## config.mk

```make
export PLATFORM = sky130hd
export DESIGN_NAME = clt_gaussian_acc
export DESIGN_NICKNAME = d
export VERILOG_FILES = /design/src/rtl/clt_gaussian_acc.sv
export SDC_FILE = /design/constraint.sdc
export NUM_CORES = 1
export LEC_CHECK = 0
export BUFFER_PORTS_ARGS = -buffer_cell sky130_fd_sc_hd__buf_2
export CAP_MARGIN = 20
export CORE_MARGIN = 5
export CORE_UTILIZATION = 50
export DETAILED_ROUTE_END_ITERATION = 8
export GPL_TIMING_DRIVEN = 0
export PLACE_DENSITY = 0.85
export SLEW_MARGIN = 20
export SYNTH_ARGS = -nofsm -noshare
export SYNTH_HDL_FRONTEND = slang
export SYNTH_SLANG_ARGS = --single-unit
```

## constraint.sdc

```tcl
create_clock -name clk -period 2.2 [get_ports clk]
set_input_delay 0.11 -clock clk [delete_from_list [all_inputs] [get_ports clk]]
set_output_delay 0.11 -clock clk [all_outputs]
set_load 0.01 [all_outputs]
```

## src/rtl/clt_gaussian_acc.sv

```systemverilog
// Central Limit Theorem noise source: sums N uniform samples into a centered signed sample.
// Optional CLT_DROP_COUNT_EN adds a saturating count of samples discarded while a result waits.
module clt_gaussian_acc #(
  parameter int UW     = 16,
  parameter int LOG2_N = 3
) (
  input  logic                           clk,
  input  logic                           resetn,
  input  logic [31:0]                    urgn_seed,
  input  logic                           urgn_valid,
  output logic signed [UW+LOG2_N-1:0]    noise_out,
  output logic                           noise_valid,
  input  logic                           noise_ready
`ifdef CLT_DROP_COUNT_EN
  ,
  output logic [15:0]                    drop_count
`endif
);

  localparam int OW = UW + LOG2_N;
  localparam logic [LOG2_N-1:0] CNT_LAST = '1;

  typedef enum logic {ST_ACC, ST_HOLD} state_t;

  // Inverting the MSB subtracts N*2**(UW-1), the mean of the unsigned sum.
  function automatic logic signed [OW-1:0] center(input logic [OW-1:0] s);
    return {~s[OW-1], s[OW-2:0]};
  endfunction

  state_t                   state, state_n;
  logic [OW-1:0]            acc, acc_n;
  logic [LOG2_N-1:0]        cnt, cnt_n;
  logic signed [OW-1:0]     out_n;
  logic                     vld_n;
  logic                     drop;
  logic                     out_free;
  logic [OW-1:0]            u_p0;
  logic [OW-1:0]            sum_p0;
  logic                     unused_seed;

  assign unused_seed = ^urgn_seed;
  assign u_p0        = {{LOG2_N{1'b0}}, urgn_seed[31:32-UW]};
  assign sum_p0      = acc + u_p0;
  assign out_free    = !noise_valid || noise_ready;

  always_comb begin
    state_n = state;
    acc_n   = acc;
    cnt_n   = cnt;
    out_n   = noise_out;
    vld_n   = noise_valid && !noise_ready;
    drop    = 1'b0;
    case (state)
      ST_ACC: begin
        if (urgn_valid) begin
          if (cnt != CNT_LAST) begin
            acc_n = (cnt == '0) ? u_p0 : sum_p0;
            cnt_n = cnt + LOG2_N'(1);
          end else begin
            cnt_n = '0;
            if (out_free) begin
              out_n = center(sum_p0);
              vld_n = 1'b1;
            end else begin
              acc_n   = sum_p0;
              state_n = ST_HOLD;
            end
          end
        end
      end
      ST_HOLD: begin
        drop = urgn_valid;
        if (out_free) begin
          out_n   = center(acc);
          vld_n   = 1'b1;
          cnt_n   = '0;
          state_n = ST_ACC;
        end
      end
      default: state_n = ST_ACC;
    endcase
  end

  // Stage p0 -> registered state and output.
  always_ff @(posedge clk) begin
    if (!resetn) begin
      state       <= ST_ACC;
      acc         <= '0;
      cnt         <= '0;
      noise_out   <= '0;
      noise_valid <= 1'b0;
    end else begin
      state       <= state_n;
      acc         <= acc_n;
      cnt         <= cnt_n;
      noise_out   <= out_n;
      noise_valid <= vld_n;
    end
  end

`ifdef CLT_DROP_COUNT_EN
  always_ff @(posedge clk) begin
    if (!resetn) begin
      drop_count <= '0;
    end else if (drop && drop_count != 16'hFFFF) begin
      drop_count <= drop_count + 16'd1;
    end
  end
`else
  logic unused_drop;
  assign unused_drop = drop;
`endif

endmodule

```

## Word-level counts from Yosys, hierarchy flattened

Cells that the tools add are included.

| storage, ports and cells | value |
|---|---|
| memory bits (writable) | 0 |
| output and inout bits | 20 |
| ROM bits | 0 |
| logic and storage cells | 44 |
| memories | 0 |
| latch bits | 0 |
| bits in registers | 43 |

| cells by class | value |
|---|---|
| shift-type cells | 0 |
| add/subtract/negate cells | 2 |
| bitwise logic cells | 3 |
| reduce and logical (&&, ||, !) cells | 8 |
| equal/unequal tests | 6 |
| mux-type cells | 20 |
| $lt $le $gt $ge | 0 |
| div/mod/pow operators | 0 |
| multipliers | 0 |

Operators with widths:

| cell | number |
|---|---|
| 19-bit 2-to-1 mux | 7 |
| 19-bit case mux with 2 select lines | 1 |
| 19-bit by 16-bit adder with 19-bit output | 1 |
| 3-bit 2-to-1 mux | 3 |
| 1-bit 2-to-1 mux | 6 |
| 2-bit != test, second input constant | 3 |
| 3-bit case mux with 2 select lines | 1 |
| 2-bit by 1-bit != test with 1-bit output, second input constant | 2 |
| 1-bit case mux with 2 select lines | 2 |
| 4-bit AND reduction | 1 |
| 3-bit by 1-bit adder with 3-bit output, second input constant | 1 |
| 3-bit logical NOT | 1 |
| 3-bit != test, second input constant | 1 |
| 1-bit NOT | 3 |
| 3-bit AND reduction | 1 |
| 1-bit logical NOT | 2 |
| 2-bit AND reduction | 1 |
| 1-bit logical AND | 1 |
| 1-bit logical OR | 1 |

## Depth between registers and ports, before layout

Gate-level depths: netlist of run 1.

| logic depth | value |
|---|---|
| word-level depth | 6 |
| depth in mapped cells | 9 |
| mapped depth without buffers | 9 |

## Least setup slack after synthesis of run 1

No wires, ideal clock.

| timing | value |
|---|---|
| path kind | reg2reg |
| from | reg acc[0] |
| to | reg acc[16] |
| setup time | 117 ps |
| setup slack | -89 ps |
| arrival | 2172 ps |
| required time | 2083 ps |
| cell stages (with the launch flop) | 10 |
| clock period less this slack | 2289 ps |
| path through | dfxtp_1 -> ha_1 -> inv_1 -> fa_1 -> and2b_1 -> o2111ai_2 -> a211o_1 -> a21oi_4 -> a21oi_1 -> a32o_1 |

| between the ends | value |
|---|---|
| cells in the longest elaborated chain, start to end | 3 |
| elaborated cells between the ends (all ways) | 4 |

RTL lines:

| element | RTL line | RTL |
|---|---|---|
| from (decl) | 31 | `logic [OW-1:0] acc, acc_n;` |
| from (signal assigned) | 94 | `acc <= acc_n;` |
| 19-bit by 16-bit adder with 19-bit output (*) | 43 | `assign sum_p0 = acc + u_p0;` |
| 19-bit 2-to-1 mux, on equally long branches | 61, 57 |  |
| 19-bit 2-to-1 mux (*) | 56 | `if (cnt != CNT_LAST) begin` |

Every way passes the cells marked *; elsewhere a longest branch is shown, timed or not. The select of a mux whose other input is x is not followed.
A chain may end at the register's enable or synchronous reset.

## Worst setup path after layout of run 1

| timing | value |
|---|---|
| from | reg acc[0] |
| to | reg acc[14] |

Same word-level chain as after synthesis.

==> results by group, run 1 <==
Power
  – Net Sw Frac: 0.357
  – Leak pwr: 1.52 nW
  – Internal: 1.28 mW
  – Net switching power: 0.709 mW
  – PD cells: 562 nW/µm²
  – VDD IR-drop max: 0.428 mV
  – Sequential share of power: 0.419
  – Combinational Power Share: 0.321
  – Clk pwr share: 0.260
  – Pwr Total: 1.99 mW

Global routing
  – Most Crowded Layer GR: met2
  – Met1 GRT Util: 0.305
  – Initial antenna violation count: 0
  – Vias in the first global route: 3110
  – First-pass GRT wire length: 14300 µm
  – Met2 usage: 0.397
  – Met3 GRT Util: 0.0295
  – Total grt overflow: 0
  – GR Util All Layers: 0.239
  – Largest net degree at the start of global routing: 15

Placed design
  – Post-DP Area: 3240 µm²
  – Post-DP HPWL: 6430 µm
  – Port Buffer Count: 39
  – GPL Wtd Cong: 0.957

Synth
  – Synth top area share: 0.293
  – Post-synthesis adder-cell area fraction: 0.0878
  – YS warnings: 0
  – Post-Syn Instances: 380
  – Syn nets: 436
  – Mapped Avg Cell Area: 7.73 µm²
  – Mux contribution to synthesized area: 0.0205
  – Post-synth ARST share: 0
  – Seq/Total Area, Yosys: 0.293
  – Top cells by area, synth: dfxtp_1 (29%), ha_1 (8.1%), a21oi_1 (7.3%)
  – Post-synth cell types: 64
  – Main combinational cell family by area after synthesis: compound AO/OA/AOI/OAI gates
  – Largest area contributor in the netlist: dfxtp_1
  – Synth Area in Compound Gates: 0.318
  – XOR/XNOR Fraction of Synth Area: 0.0239
  – Number of synthesized register bits: 43
  – Post-Syn Area: 2940 µm²
  – Post-synth EDFFs: 0
  – Post-Synth Simple-Gate Area: 0.212
  – Top_reg_cell synth: dfxtp_1

Floorplan
  – Row count: 28
  – Core ar.: 5820 µm²
  – Boundary Pins: 56
  – Chip width: 86.6 µm
  – Starting Density: 0.505
  – Die area: 7510 µm²
  – Die Height: 86.6 µm

Drt
  – Vias per cell: 6.33
  – Routed via count: 3228
  – Drt pass-1 iters: 6
  – Initial drt markers: 254
  – Routed Wire Length: 9260 µm
  – Antenna Nets Post-Route: 0
  – Wire length per cell: 18.2 µm
  – Residual DRC: 0

Critical path
  – Worst Reg-to-Reg Cells: 9
  – Worst Setup Start Kind: flip-flop
  – WS Path Type: reg2reg
  – Peak fanout along the critical path: 3
  – Worst r2r src: acc[0]$_SDFFE_PN0P_
  – Critical Path End Type: flip-flop
  – Register-to-register setup slack: -0.12 ns
  – Worst reg2reg path endpoint: acc[14]$_SDFFE_PN0P_
  – CP Data Arrival Time: 2.48 ns
  – Worst Path Required: 2.36 ns

Outcome
  – Failing checks: setup timing
  – Outcome: complete, but fails checks

Final layout
  – Nets@finish: 490
  – Fillcell total: 550
  – Most common library cell in the layout ignoring fill and taps: buf_2
  – Final Cell Area: 3540 µm²
  – Layout area overhead: 20.5%
  – Most frequent cells in the layout: buf_2 (44), nand2_1 (42), dfxtp_1 (40), a21oi_1 (39), nor2_1 (37)
  – # diodes: 0
  – Layout cells sized above 1: 0.246

Clocking
  – Hold_buf cts: 0
  – Clk buf depth: 2
  – H-tree Lvls: 2
  – Clock root buffer: clkbuf_8
  – Clock sinks: 43
  – Clock Latency Late Sink: 0.30 ns
  – CTS tree: built
  – CTS buffer count: 5
  – Reg clk slew, reported paths: 0.09 ns

STA
  – RSZ-0062 raised after global routing: yes
  – Fin. max-slew vios: 0
  – Tmin final: 2.32 ns
  – Worst Setup Slack, final: -0.116 ns
  – Rel. slew slack: 0.544
  – Hold Vio Cnt, Final: 0
  – Peak Freq: 432 MHz
  – Worst-Margin Slew: 0.684 ns
  – Post-Route Skew: 0.00791 ns
  – Hold WS: 0.0923 ns
  – Tcrit/Tclk final: 1.05
  – Final setup fails: 13

Worst hold path
  – Hold Crit Class: in2reg
  – Worst Min Path Start: urgn_seed[20]
  – Hold Path Stages: 3
  – Hold Path Sink: acc[4]$_SDFFE_PN0P_

Job
  – Max Cap Viol: 0
[cells in the mapped netlist, types with 2 or more instances]
master / instances
nand3b_1: 2
and3_1: 3
a21oi_1: 43
a211oi_2: 3
o31ai_1: 4
o211ai_1: 9
nor2_1: 37
a311oi_1: 4
nor4_1: 2
ha_1: 19
mux2i_1: 6
nand3_1: 13
inv_1: 8
or3_1: 4
inv_2: 2
dfxtp_1: 43
nand2_1: 43
or4_1: 4
a211oi_1: 8
buf_1: 2
xnor2_1: 4
a31oi_1: 6
o21ai_0: 27
xor2_1: 4
buf_2: 4
and2_1: 2
and4_1: 2
nor3_1: 10
o211a_1: 2
o21a_1: 4
a21o_1: 10
nand4_1: 2
clkbuf_1: 13
[repair_timing]
action / in CTS / in global routing
endpoints found under the setup margin: 32 / 28
resized for setup: 16 / 26
setup buffers: 6 / 2
pin swaps: 8 / 7
[flip-flops by register name, indices dropped and copies added, names as in the netlist]
register and flops:
acc 19, cnt 3, noise_out 19, noise_valid 1, state 1
[cell type report]
type	count	area [µm²]	area share
Multi-Input combinational cell	305	2080	0.589
Timing Repair Buffer	47	263	0.0743
Buffer	21	103	0.0290
Clock inverter	3	20.0	0.00566
Inverter	11	41.3	0.0117
Clock buffer	5	68.8	0.0194
Sequential cell	43	865	0.244
Tap cell	75	93.8	0.0265
[cells by family (layout without fill, tap and decap cells)]
logic type | Yosys count | after routing
compound gates | 139 | 139
simple gates | 132 | 132
flops | 43 | 43
buf+inv | 32 | 87
fa+ha+maj | 20 | 20
xor+xnor | 8 | 8
mux | 6 | 6
[worst max path at each step]
stage,start,end,slack (ns),depth (start not counted)
floorplan,acc[0]$_SDFFE_PN0P_,acc[16]$_SDFFE_PN0P_,-0.02,9
global placement,cnt[0]$_SDFFE_PN0P_,noise_out[17]$_SDFFE_PN0P_,-0.25,8
detailed placement,cnt[0]$_SDFFE_PN0P_,noise_out[17]$_SDFFE_PN0P_,-0.31,8
CTS,acc[0]$_SDFFE_PN0P_,noise_out[16]$_SDFFE_PN0P_,-0.09,9
global route,acc[0]$_SDFFE_PN0P_,noise_out[16]$_SDFFE_PN0P_,-0.21,9
finish,acc[0]$_SDFFE_PN0P_,acc[14]$_SDFFE_PN0P_,-0.12,9
[power by group through the flow]
stage	Combinational, mW	Clock (mW)	Sequential [mW]
after floorplan	0.420	0	0.844
final	0.638	0.517	0.834
after global routing	0.693	0.559	0.838
after detailed placement	0.548	0	0.850
after global placement	0.536	0	0.849
after CTS	0.587	0.526	0.832
[per-stage QoR]
step | utilization | setup slack [ns] | instances | TNS (ns)
2_1_floorplan | - | -0.0167 | 380 | -0.0167
3_3_place_gp | 0.557 | -0.252 | 494 | -2.99
3_5_place_dp | 0.557 | -0.310 | 494 | -3.99
4_1_cts | 0.590 | -0.0927 | 508 | -0.365
5_1_grt | 0.608 | -0.212 | 510 | -2.09
6_report | 0.608 | -0.116 | 510 | -0.754
[layer usage]
metal / up-vias / wire, µm
li1: 1503 / -
met1: 1495 / 3760
met2: 186 / 4340
met3: 44 / 740
met4: 0 / 421
met5: - / 0
[critical path, cell delays in order, from the launching register on]
cell,delay (ns)
dfxtp_2,0.37
ha_4,0.14
inv_2,0.03
fa_2,0.32
and2b_2,0.26
o2111ai_4,0.14
a211o_4,0.41
a21oi_4,0.19
mux2i_1,0.22
a31oi_1,0.09
Power figures use the tool's default switching activity.
==> run 2, diff against run 1 <==
Settings changed: CORE_UTILIZATION 50 to 56, PLACE_DENSITY 0.85 to 0.9.
Clock period 2.2 ns to 2.4 ns, I/O delays scaled along.
==> results by group, run 2 (same netlist as run 1, synthesis figures left out) <==
Critical path
  – Worst Reg-to-Reg Cells: 9
  – Worst Setup Start Kind: flip-flop
  – Peak fanout along the critical path: 5
  – Critical Path End Type: flip-flop
  – Worst Path Required: 2.60 ns
  – WS Path Type: reg2reg
  – CP Data Arrival Time: 2.58 ns
  – CP Cell Sequence: ha_4 -> inv_2 -> fa_2 -> and2b_2 -> o2111ai_4 -> a211o_1 -> a211oi_2 -> mux2i_1 -> nor2_1
  – Slowest cell on crit path: a211o_1
  – CP max stage delay: 0.38 ns

Final layout
  – Nets@finish: 484
  – Layout area overhead: 16.0%
  – # diodes: 0
  – Finished Layout Cells: 499
  – Most common library cell in the layout ignoring fill and taps: buf_2
  – Most frequent cells in the layout: buf_2 (44), nand2_1 (43), a21oi_1 (42), dfxtp_1 (42), nor2_1 (37)
  – Layout cells sized above 1: 0.198
  – Final Cell Area: 3410 µm²
  – Top Registers: acc: 19 flops, noise_out: 19 flops, cnt: 3 flops

Outcome
  – Outcome: finished, final reports clean

Drt
  – Drt pass-1 iters: 5
  – Initial drt markers: 309
  – Routed via count: 3196
  – Residual DRC: 0
  – Routed Wire Length: 8970 µm
  – Vias per cell: 6.40
  – Antenna Nets Post-Route: 0
  – Wire length per cell: 18.0 µm

Worst hold path
  – Hold Crit Class: in2reg
  – Hold Path Stages: 3

Floorplan
  – Starting Density: 0.575
  – Die area: 6790 µm²
  – Row count: 26
  – Die Height: 82.4 µm
  – Boundary Pins: 56
  – Core ar.: 5110 µm²
  – Chip width: 82.4 µm

STA
  – Hold Vio Cnt, Final: 0
  – Post-Route Skew: 0.00890 ns
  – Peak Freq: 420 MHz
  – Worst-Margin Slew: 0.648 ns
  – Worst Setup Slack, final: 0.0205 ns
  – Tmin final: 2.38 ns
  – Rel. slew slack: 0.568
  – RSZ-0062 raised after global routing: yes
  – Fin. max-slew vios: 0
  – Tcrit/Tclk final: 0.991
  – Final setup fails: 0

Global routing
  – GR Util All Layers: 0.279
  – Largest net degree at the start of global routing: 14
  – Initial antenna violation count: 0
  – Total grt overflow: 0
  – First-pass GRT wire length: 14300 µm
  – Vias in the first global route: 2968

Clocking
  – Clock sinks: 43
  – Clock Latency Late Sink: 0.31 ns
  – Clk buf depth: 2
  – Reg clk slew, reported paths: 0.09 ns
  – Clock root buffer: clkbuf_8
  – H-tree Lvls: 2
  – CTS tree: built
  – CTS buffer count: 5

Placed design
  – Post-DP HPWL: 6470 µm
  – Port Buffer Count: 39
  – GPL Wtd Cong: 0.999
  – Placed Cells: 489
  – Dpl ws: -0.129 ns
  – Post-DP Area: 3220 µm²

Power
  – Pwr Total: 1.91 mW
  – Leak pwr: 1.50 nW
  – PD cells: 561 nW/µm²
  – VDD IR-drop max: 0.390 mV

Job
  – Max Cap Viol: 0
==> run 2: per-layer routing <==
metal  wire length, µm  vias up  global-route usage
li1                  -     1496                   -
met1              3740     1489               0.365
met2              4090      174               0.450
met3               771       37              0.0412
met4               365        0               0.133
met5                 0        -                   0
==> run 2: final timing paths <==
kind | start | end | slack (ns)
worst max-delay path | acc[0]$_SDFFE_PN0P_ | noise_out[16]$_SDFFE_PN0P_ | 0.02
worst min-delay path | urgn_seed[20] | acc[4]$_SDFFE_PN0P_ | 0.09
worst max register to register | acc[0]$_SDFFE_PN0P_ | noise_out[16]$_SDFFE_PN0P_ | 0.02
worst min register to register | noise_out[1]$_SDFFE_PN0P_ | noise_out[1]$_SDFFE_PN0P_ | 0.45
==> run 2: repair_timing <==
action / 4_1_cts / 5_1_grt
setup endpoints to repair: 14 / 21
hold buffers: 0 / 0
buffers inserted: 0 / 2
pin swaps: 2 / 4
resized for setup: 7 / 14
==> run 2: worst max-delay path, delay by kind of cell (launching register included) <==
family | cells | cell delay (ns)
compound gates | 3 | 0.85
fa+ha+maj | 2 | 0.49
buf+inv | 1 | 0.04
flops | 1 | 0.37
mux | 1 | 0.21
simple gates | 2 | 0.31
==> run 2: per-stage QoR <==
stage / setup TNS (ns) / hold WS, ns / util
global placement: -0.287 / 0.407 / 0.630
floorplan: 0 / 0.279 / -
detailed placement: -0.609 / 0.414 / 0.630
finish: 0 / 0.0899 / 0.667
global route: -0.207 / 0.0799 / 0.667
CTS: 0 / 0.0898 / 0.659
==> run 2: layout make-up <==
class	count	area, µm²
timing repair buffer	41	210
inverter	11	41.3
sequential	43	862
multi-input combinational	305	1990
fill	432	1700
buffer	21	96.3
clock buffer	6	82.6
tap	70	87.6
clock inverter	2	35.0
==> run 2: report_power, final <==
| part | switching [mW] | internal, mW | leakage [nW] |
|---|---|---|---|
| logic | 0.335 | 0.203 | 1.09 |
| registers | 0.0221 | 0.741 | 0.351 |
| clock network | 0.272 | 0.337 | 0.0612 |
| total | 0.629 | 1.28 | 1.50 |
